File: src/rtl/tlc_pkg.sv
// Shared types and constants for the two-road phase scheduler: phase encoding,
// default durations and the phase-to-lamp decode.
package tlc_pkg;

  typedef enum logic [2:0] {
    PH_G1 = 3'd0,
    PH_Y1 = 3'd1,
    PH_R1 = 3'd2,
    PH_G2 = 3'd3,
    PH_Y2 = 3'd4,
    PH_R2 = 3'd5
  } phase_t;

  localparam int unsigned T_GRN_MIN_DEF = 8;
  localparam int unsigned T_GRN_MAX_DEF = 32;
  localparam int unsigned T_YLW_DEF     = 4;
  localparam int unsigned T_ALLRED_DEF  = 2;
  localparam int unsigned T_WALK_DEF    = 6;
  localparam int unsigned PRESCALE_DEF  = 16;

  typedef struct packed {
    logic grn1;
    logic ylw1;
    logic red1;
    logic grn2;
    logic ylw2;
    logic red2;
  } lamps_t;

  // Exactly one lamp per road is lit in every phase.
  function automatic lamps_t lamp_decode(phase_t ph);
    lamps_t l;
    l = '0;
    case (ph)
      PH_G1:        begin l.grn1 = 1'b1; l.red2 = 1'b1; end
      PH_Y1:        begin l.ylw1 = 1'b1; l.red2 = 1'b1; end
      PH_G2:        begin l.red1 = 1'b1; l.grn2 = 1'b1; end
      PH_Y2:        begin l.red1 = 1'b1; l.ylw2 = 1'b1; end
      default:      begin l.red1 = 1'b1; l.red2 = 1'b1; end
    endcase
    return l;
  endfunction

endpackage

File: src/rtl/tlc_phase_sched_if.sv
// Sensor inputs and lamp outputs of the phase scheduler, grouped as one bundle.
interface tlc_phase_sched_if;
  logic       FM;
  logic       PED;
  logic       TEST;
  logic       GRN1;
  logic       YLW1;
  logic       RED1;
  logic       GRN2;
  logic       YLW2;
  logic       RED2;
  logic       WALK;
  logic [2:0] PHASE;

  modport master (
    output FM, PED, TEST,
    input  GRN1, YLW1, RED1, GRN2, YLW2, RED2, WALK, PHASE
  );

  modport slave (
    input  FM, PED, TEST,
    output GRN1, YLW1, RED1, GRN2, YLW2, RED2, WALK, PHASE
  );
endinterface

File: src/rtl/tlc_tick_gen.sv
// Duration tick source: free-running prescaler, overridden to one tick per
// clock (prescaler parked at 0) while test mode is selected.
module tlc_tick_gen #(
  parameter int unsigned PRESCALE = 16
) (
  input  logic clk,
  input  logic rst,
  input  logic test_i,
  output logic tick_o
);

  localparam int PW = $clog2(PRESCALE);
  localparam logic [PW-1:0] WRAP = PW'(PRESCALE - 1);

  logic [PW-1:0] presc_q, presc_d;
  logic          wrap;

  assign wrap   = (presc_q == WRAP);
  assign tick_o = test_i | wrap;

  always_comb begin
    presc_d = presc_q + 1'b1;
    if (test_i || wrap) presc_d = '0;
  end

  always_ff @(posedge clk) begin
    if (rst) presc_q <= '0;
    else     presc_q <= presc_d;
  end

endmodule

File: src/rtl/tlc_phase_sched.sv
// Six-phase highway/farm-road scheduler: sensor synchronisers, pedestrian
// latch, per-phase duration timer and the phase FSM that drives the lamps.
module tlc_phase_sched
  import tlc_pkg::*;
#(
  parameter int unsigned T_GRN_MIN = T_GRN_MIN_DEF,
  parameter int unsigned T_GRN_MAX = T_GRN_MAX_DEF,
  parameter int unsigned T_YLW     = T_YLW_DEF,
  parameter int unsigned T_ALLRED  = T_ALLRED_DEF,
  parameter int unsigned T_WALK    = T_WALK_DEF,
  parameter int unsigned PRESCALE  = PRESCALE_DEF
) (
  input  logic             clock,
  input  logic             CLR,
  tlc_phase_sched_if.slave io
);

  localparam int TW = $clog2(T_GRN_MAX);
  localparam logic [TW-1:0] LD_G1  = TW'(T_GRN_MIN - 1);
  localparam logic [TW-1:0] LD_YLW = TW'(T_YLW - 1);
  localparam logic [TW-1:0] LD_AR  = TW'(T_ALLRED - 1);
  localparam logic [TW-1:0] LD_G2  = TW'(T_GRN_MAX - 1);
  // G2 timer values at which min-green is satisfied / the walk interval ends,
  // counting the current tick as elapsed.
  localparam logic [TW-1:0] MIN_PT   = TW'(T_GRN_MAX - T_GRN_MIN);
  localparam logic [TW-1:0] WALK_END = TW'(T_GRN_MAX - T_WALK);

  phase_t        phase_q, phase_d;
  logic [TW-1:0] timer_q, timer_d;
  logic          ped_pend_q, ped_pend_d;
  logic          walk_q, walk_d;
  logic          fm_s1_q, fm_s2_q, ped_s1_q, ped_s2_q;
  logic          tick, farm_req, ped_s, tmr_zero;
  lamps_t        lamps;

  tlc_tick_gen #(.PRESCALE(PRESCALE)) u_tick (
    .clk    (clock),
    .rst    (CLR),
    .test_i (io.TEST),
    .tick_o (tick)
  );

  assign farm_req = fm_s2_q;
  assign ped_s    = ped_s2_q;
  assign tmr_zero = (timer_q == '0);

  always_comb begin
    phase_d    = phase_q;
    timer_d    = timer_q;
    ped_pend_d = ped_pend_q | ped_s;
    walk_d     = walk_q;
    if (tick) begin
      case (phase_q)
        PH_G1: begin
          if (!tmr_zero) timer_d = timer_q - 1'b1;
          else if (farm_req || ped_pend_q) begin
            phase_d = PH_Y1;
            timer_d = LD_YLW;
          end
        end
        PH_Y1: begin
          if (!tmr_zero) timer_d = timer_q - 1'b1;
          else begin
            phase_d = PH_R1;
            timer_d = LD_AR;
          end
        end
        PH_R1: begin
          if (!tmr_zero) timer_d = timer_q - 1'b1;
          else begin
            // A press arriving on the entry cycle is served by this G2.
            phase_d    = PH_G2;
            timer_d    = LD_G2;
            walk_d     = ped_pend_q | ped_s;
            ped_pend_d = 1'b0;
          end
        end
        PH_G2: begin
          if (tmr_zero || (!farm_req && (timer_q <= MIN_PT) && !walk_q)) begin
            phase_d = PH_Y2;
            timer_d = LD_YLW;
            walk_d  = 1'b0;
          end else begin
            timer_d = timer_q - 1'b1;
            if (timer_q == WALK_END) walk_d = 1'b0;
          end
        end
        PH_Y2: begin
          if (!tmr_zero) timer_d = timer_q - 1'b1;
          else begin
            phase_d = PH_R2;
            timer_d = LD_AR;
          end
        end
        PH_R2: begin
          if (!tmr_zero) timer_d = timer_q - 1'b1;
          else begin
            phase_d = PH_G1;
            timer_d = LD_G1;
          end
        end
        default: begin
          phase_d = PH_G1;
          timer_d = LD_G1;
          walk_d  = 1'b0;
        end
      endcase
    end
  end

  always_ff @(posedge clock) begin
    if (CLR) begin
      phase_q    <= PH_G1;
      timer_q    <= LD_G1;
      ped_pend_q <= 1'b0;
      walk_q     <= 1'b0;
      fm_s1_q    <= 1'b0;
      fm_s2_q    <= 1'b0;
      ped_s1_q   <= 1'b0;
      ped_s2_q   <= 1'b0;
    end else begin
      phase_q    <= phase_d;
      timer_q    <= timer_d;
      ped_pend_q <= ped_pend_d;
      walk_q     <= walk_d;
      fm_s1_q    <= io.FM;
      fm_s2_q    <= fm_s1_q;
      ped_s1_q   <= io.PED;
      ped_s2_q   <= ped_s1_q;
    end
  end

  assign lamps    = lamp_decode(phase_q);
  assign io.GRN1  = lamps.grn1;
  assign io.YLW1  = lamps.ylw1;
  assign io.RED1  = lamps.red1;
  assign io.GRN2  = lamps.grn2;
  assign io.YLW2  = lamps.ylw2;
  assign io.RED2  = lamps.red2;
  assign io.WALK  = walk_q;
  assign io.PHASE = phase_q;

endmodule

File: src/flat_wrapper.sv
// flat-port wrapper written by rule: the top's interface ports become plain ports
module tlc_phase_sched_flat import tlc_pkg::*;
#(
  parameter int unsigned T_GRN_MIN = T_GRN_MIN_DEF,
  parameter int unsigned T_GRN_MAX = T_GRN_MAX_DEF,
  parameter int unsigned T_YLW     = T_YLW_DEF,
  parameter int unsigned T_ALLRED  = T_ALLRED_DEF,
  parameter int unsigned T_WALK    = T_WALK_DEF,
  parameter int unsigned PRESCALE  = PRESCALE_DEF
)
  (clock, CLR, io_FM, io_PED, io_TEST, io_GRN1, io_YLW1, io_RED1, io_GRN2, io_YLW2, io_RED2, io_WALK, io_PHASE);
  tlc_phase_sched_if io_i ();
  input  logic clock;
  input  logic CLR;
  input wire logic [$bits(io_i.FM)-1:0] io_FM;
  input wire logic [$bits(io_i.PED)-1:0] io_PED;
  input wire logic [$bits(io_i.TEST)-1:0] io_TEST;
  output wire logic [$bits(io_i.GRN1)-1:0] io_GRN1;
  output wire logic [$bits(io_i.YLW1)-1:0] io_YLW1;
  output wire logic [$bits(io_i.RED1)-1:0] io_RED1;
  output wire logic [$bits(io_i.GRN2)-1:0] io_GRN2;
  output wire logic [$bits(io_i.YLW2)-1:0] io_YLW2;
  output wire logic [$bits(io_i.RED2)-1:0] io_RED2;
  output wire logic [$bits(io_i.WALK)-1:0] io_WALK;
  output wire logic [$bits(io_i.PHASE)-1:0] io_PHASE;
  assign io_i.FM = io_FM;
  assign io_i.PED = io_PED;
  assign io_i.TEST = io_TEST;
  assign io_GRN1 = io_i.GRN1;
  assign io_YLW1 = io_i.YLW1;
  assign io_RED1 = io_i.RED1;
  assign io_GRN2 = io_i.GRN2;
  assign io_YLW2 = io_i.YLW2;
  assign io_RED2 = io_i.RED2;
  assign io_WALK = io_i.WALK;
  assign io_PHASE = io_i.PHASE;
  tlc_phase_sched #(.T_GRN_MIN(T_GRN_MIN), .T_GRN_MAX(T_GRN_MAX), .T_YLW(T_YLW), .T_ALLRED(T_ALLRED), .T_WALK(T_WALK), .PRESCALE(PRESCALE)) u_core (.clock(clock), .CLR(CLR), .io(io_i));
endmodule
File: config.mk
export PLATFORM = sky130hd
export DESIGN_NAME = tlc_phase_sched_flat
export DESIGN_NICKNAME = d
export VERILOG_FILES = /design/src/rtl/tlc_pkg.sv /design/src/rtl/tlc_phase_sched_if.sv /design/src/rtl/tlc_tick_gen.sv /design/src/rtl/tlc_phase_sched.sv /design/src/flat_wrapper.sv
export SDC_FILE = /design/constraint.sdc
export NUM_CORES = 1
export LEC_CHECK = 0
export BUFFER_PORTS_ARGS = -buffer_cell sky130_fd_sc_hd__buf_4
export CORE_MARGIN = 2
export CORE_UTILIZATION = 45
export DETAILED_ROUTE_END_ITERATION = 10
export PLACE_DENSITY = 0.71
export SYNTH_ARGS = -nofsm -noshare
export SYNTH_HDL_FRONTEND = slang
export SYNTH_SLANG_ARGS = --single-unit
File: constraint.sdc
create_clock -name clock -period 3.05 [get_ports clock]
set_clock_uncertainty 0.1 [all_clocks]
set_input_delay 0.1525 -clock clock [delete_from_list [all_inputs] [get_ports clock]]
set_output_delay 0.1525 -clock clock [all_outputs]
set_load 0.03 [all_outputs]
; Yosys cells after proc, flatten, opt, wreduce, memory -nomap -nowiden
; Index checks and enable logic that the tools add are counted.
[word_totals]
word_cells = 76
out_inout_bits = 10
register_bits = 18
[classes]
muxes = 28
n_addsub = 2
reduce_logical = 17
order_cmp = 1
n_bitwise = 3
eq_ne = 16
[op_table]
columns = cell, count
row1 = 2-to-1 mux 5 bit, 6
row2 = one-hot mux 5 bit (5 select lines), 1
row3 = 2-to-1 mux 3 bit, 7
row4 = one-hot mux 3 bit (6 select lines), 1
row5 = "!= test 2 x 1 -> 1 bit, second input constant", 7
row6 = 2-to-1 mux 1 bit, 12
row7 = AND reduction 8 bit, 1
row8 = OR reduction 2 bit, 4
row9 = "== test 3 x 2 -> 1 bit, second input constant", 2
row10 = "== test 3 bit, second input constant", 2
row11 = "== test 5 bit, second input constant", 1
row12 = "less-or-equal comparator 5 bit, second input constant", 1
row13 = logical NOT 5 bit, 1
row14 = "subtractor 5 x 1 -> 5 bit, second input constant", 1
row15 = "adder 4 x 1 -> 4 bit, second input constant", 1
row16 = "== test 4 bit, second input constant", 1
row17 = AND reduction 4 bit, 1
row18 = OR reduction 4 bit, 1
row19 = "== test 3 x 1 -> 1 bit, second input constant", 1
row20 = logical NOT 3 bit, 1
row21 = logical OR 1 bit, 3
row22 = "!= test 3 x 1 -> 1 bit, second input constant", 1
row23 = "!= test 3 bit, second input constant", 1
row24 = one-hot mux 1 bit (3 select lines), 1
row25 = other kinds (5), 8

; Logic depth before layout (Yosys ltp)
[logic_depth]
ltp_word = 6
mapped_depth = 8
depth_no_buf = 7

; Modules after synthesis
; A second synthesis with hierarchy kept.
[unflattened]
hier_cells = 138
area_unflattened_um2 = 1161.1
[modules_own_cells]
columns = module, instances, area_each_um2, cells_per_inst
row1 = tlc_phase_sched, 1, 1009.7, 123
row2 = tlc_tick_gen, 1, 151.4, 15

; Worst setup path after synthesis
; Ideal clock, no wire load.
[synth_path]
path_kind = reg-to-reg
start = register u_core.timer_q[0]
end = register u_core.walk_q (netlist: u_core.io.WALK)
t_arrival_ns = 1.986
stages_incl_launch_ff = 8
period_less_slack_ns = 2.160
setup_time_ns = 0.074
setup_slack_ns = 0.890
required_time_ns = 2.876
path_cell_list = dfxtp_1 -> inv_1 -> ha_1 -> nor4b_4 -> nor2_2 -> or3_1 -> or4_1 -> a31oi_1
[synth_between]
elab_chain_cells = 6
elab_cells_between_ends = 11
[synth_lines]
columns = element, line
row1 = from (decl), tlc_phase_sched.sv:29  ; logic [TW-1:0] timer_q, timer_d;
row2 = from (signal assigned), tlc_phase_sched.sv:123  ; timer_q <= timer_d;
row3 = less-or-equal comparator 5 bit, tlc_phase_sched.sv:79  ; if (tmr_zero || (!farm_req && (timer_q <= MIN_PT) && !walk_q)) begin
row4 = logical AND 1 bit (2 in series), tlc_phase_sched.sv:79
row5 = logical OR 1 bit, tlc_phase_sched.sv:79
row6 = != test 3 x 1 -> 1 bit (no line) or 2-to-1 mux 1 bit (tied branches), --
row7 = AND reduction 4 bit (no line) or one-hot mux 1 bit (3 select lines) (tied branches), --
row8 = to (signal assigned), tlc_phase_sched.sv:125  ; walk_q <= walk_d;
row9 = to (decl), tlc_phase_sched.sv:31  ; logic walk_q, walk_d;
; Parallel ways exist; a longest one is shown, timed or not.
; A chain may end at the register's enable or synchronous reset.

; Worst setup path after layout
; Same ends and word-level chain as after synthesis.

==> impl_metrics.ini <==
[grt]
antenna_found_initial = 0
grt-ovfl-total = 0
grt_pass1_wl_um = 4340
grt_start_max_net_pins = 20
grt_util_all_layers_pct = 21.23
grt_pass1_vias = 1015

[floorplan]
die_area_sq_um = 2798
die_y_um = 52.90
dieWidth_um = 52.90
start_util_pct = 48.18
pin_count = 15
rows = 17
core_region_area_sq_um = 2233

[setup_path]
reg2reg_depth = 7
crit_fanout = 9
cp-start-kind = register
crit_path_end_kind = register
max_stage_delay_ns = 0.46
path_cells = inv_1, ha_1, nor4b_4, nor2_2, or3_1, or4_1, a31oi_1
path_class = register to register
crit_start = u_core.timer_q[0]$_SDFFE_PP1P_
crit_required_ns = 3.19
rr_endpoint = u_core.io.WALK$_SDFFE_PP0P_
cpMaxStageDelayCell = or4_1
crit_arrival_ns = 2.51
rrSetupSlack_ns = 0.69
r2r-start = u_core.timer_q[0]$_SDFFE_PP1P_

[drt]
wl_met2_um = 1242
vias_per_cell = 6.058
vias = 1048
routed_wl_um = 2524
first_pass_iters = 5
drt-met1-wl_um = 1114
drc_errors = 0
top_layer = met4
drt_iter0_drc = 45
ant_nets = 0
wl_met3_um = 101
wire_per_inst_um = 14.59

[clock_tree]
cts_buffer_depth = 2
cts_root_buf = clkbuf_4
cts.sinks = 18
cts_tree = built
htreeDepth = 1
cts-buffers-inserted = 3
cts_resized = 0
insertion_delay_ns = 0.30
clkTransAtPathRegs_ns = 0.11

[finish]
multiInputGateArea_sq_um = 646.9
antenna_cells = 0
drive_gt1_share_pct = 18.62
fillers = 206
area_delta_synth_final_pct = 14.53
design_area_sq_um = 1232
fin_nets = 155
seq_area_sq_um = 360.3
stdcell_count = 173

[synthesis]
synth.area.top_cells = dfxtp_1, a21oi_1, ha_1
seq_area_frac_synth_pct = 33.49
async_flop_share_pct = 0
synthDistinctLibCells = 39
synth_nets = 142
yosys_warnings = 0
synthFlopType = dfxtp_1
ys_top_cells_by_count = dfxtp_1, a21oi_1, nor2_1
synth_top_area_share_pct = 33.49
synth_edf_count = 0
ys_ff_latch = 18
synth_cells = 133
post-synth-top-count-cell = dfxtp_1
yosys.area.top_type = dfxtp_1
syn_area_per_cell_sq_um = 8.090
syn-cell-area_sq_um = 1076

[outcome]
outcome = completed

[worst_hold_path]
min_path_cells = 2
hold-path-endpoint = u_core.io.PHASE[1]$_SDFFE_PP0P_
hold_start = CLR
hold_path.class = input port to register

[timing]
finalMaxSlewViolations = 0
max_freq_mhz = 423.0
hold_violations = 0
min_period_over_period_pct = 77.51
finalSetupViolations = 0
tns_ns = 0
rsz0062_at_grt = false
worstMarginPinSlew_ns = 0.5393
period_needed_ns = 2.364
relSlewSlack_pct = 64.00

[job]
maxCapViolCount = 0

[placed_design]
io_buffer_count = 14
gp_congestion = 0.8432
post_dp_cell_area_sq_um = 1166
placedCellCount = 166
hpwl_um = 1774

[power_and_ir_drop]
power_uw = 508.4
p_leak_nw = 0.4667
ir_drop_uv = 288.4
powerDensity_nw_per_um2 = 412.6
==> repair_timing <==
item,in CTS,in global routing
buffers inserted,0,0
hold buffers,3,0
hold endpoints to repair,3,0
==> placed cells by master (no fill, tap or decap) <==
cell and n:
a31oi_1 4, o21a_1 2, ha_1 4, a31oi_2 1, nor3_1 7, or4_1 1
a21boi_0 1, xnor2_1 3, buf_4 14, clkbuf_4 3, inv_1 5, nor2b_1 4
a211oi_1 2, nand2_1 4, nor3b_1 1, nor4b_4 1, clkbuf_8 1, a211o_1 1
mux2i_1 1, or2_2 4, nand4b_1 1, or3_1 4, nand3_1 2, nand2b_1 2
or4b_1 1, dlygate4sd3_1 3, dfxtp_1 18, o21ai_0 9, o31a_1 1, o221ai_1 1
nor2_2 1, o21bai_1 1, nand4_1 1, nor4_1 3, a31o_2 2, nor2_1 13
and3_1 2, xor2_1 1, a21oi_1 13, a311oi_1 2
==> cells by family (layout without fill, tap and decap cells) <==
group                      Yosys count  in the layout  synth area share, %
and+or+nand+nor                     52             52                27.67
adders and majority gates            4              4                4.651
AOI/OAI and AO/OA                   40             40                23.60
DFF                                 18             18                33.49
muxes                                1              1               0.9303
buffers and inverters               14             26                6.395
xor gates and xnor gates             4              4                3.256
==> power breakdown <==
part           total [mW]  internal [mW]  switching, mW
logic              0.0895         0.0402         0.0494
clock network       0.153         0.0729         0.0803
registers           0.266          0.247         0.0189
==> routing by layer <==
layer	up-vias	global-route usage, %
met5	-	0
met4	0	11.54
met3	11	3.390
met2	36	35.42
met1	495	25.87
li1	506	-
==> per-stage QoR <==
stage          utilization (%)  hold slack, ns  worst slack [ns]
2_1_floorplan                -          0.1299            0.8897
3_3_place_gp             52.21          0.2429            0.7849
3_5_place_dp             52.21          0.2497            0.7271
4_1_cts                  55.18         0.05981            0.6979
5_1_grt                  55.18         0.07449            0.4823
6_report                 55.18         0.05775            0.6858
==> sequential cells by signal, indices dropped and copies added, names as in the netlist <==
name                   count
u_core.timer_q             5
u_core.io.PHASE            3
u_core.io.WALK             1
u_core.u_tick.presc_q      4
u_core.farm_req            1
u_core.ped_s               1
u_core.fm_s1_q             1
u_core.ped_pend_q          1
u_core.ped_s1_q            1
==> critical path: cells and delay by family, from the launching register on <==
| kind | cells | cell delay [ns] |
|---|---|---|
| simple gates | 4 | 1.31 |
| flops | 1 | 0.34 |
| fa+ha+maj | 1 | 0.25 |
| compound gates | 1 | 0.16 |
| buf+inv | 1 | 0.12 |
==> worst max-delay path by stage <==
stage / end / slack (ns)
after floorplan: u_core.io.WALK$_SDFFE_PP0P_ / 0.89
after global placement: u_core.io.WALK$_SDFFE_PP0P_ / 0.78
after detailed placement: u_core.io.WALK$_SDFFE_PP0P_ / 0.73
after CTS: u_core.io.WALK$_SDFFE_PP0P_ / 0.70
after global routing: u_core.io.WALK$_SDFFE_PP0P_ / 0.48
final: u_core.io.WALK$_SDFFE_PP0P_ / 0.69
==> area by class of cell <==
type	instances	area share [%]
Timing Repair Buffer	17	10.96
Multi-Input combinational cell	101	52.49
Inverter	5	1.523
Tap cell	28	2.843
Clock buffer	4	2.944
Sequential cell	18	29.24
Note: power is estimated with default switching activity, not from simulation.
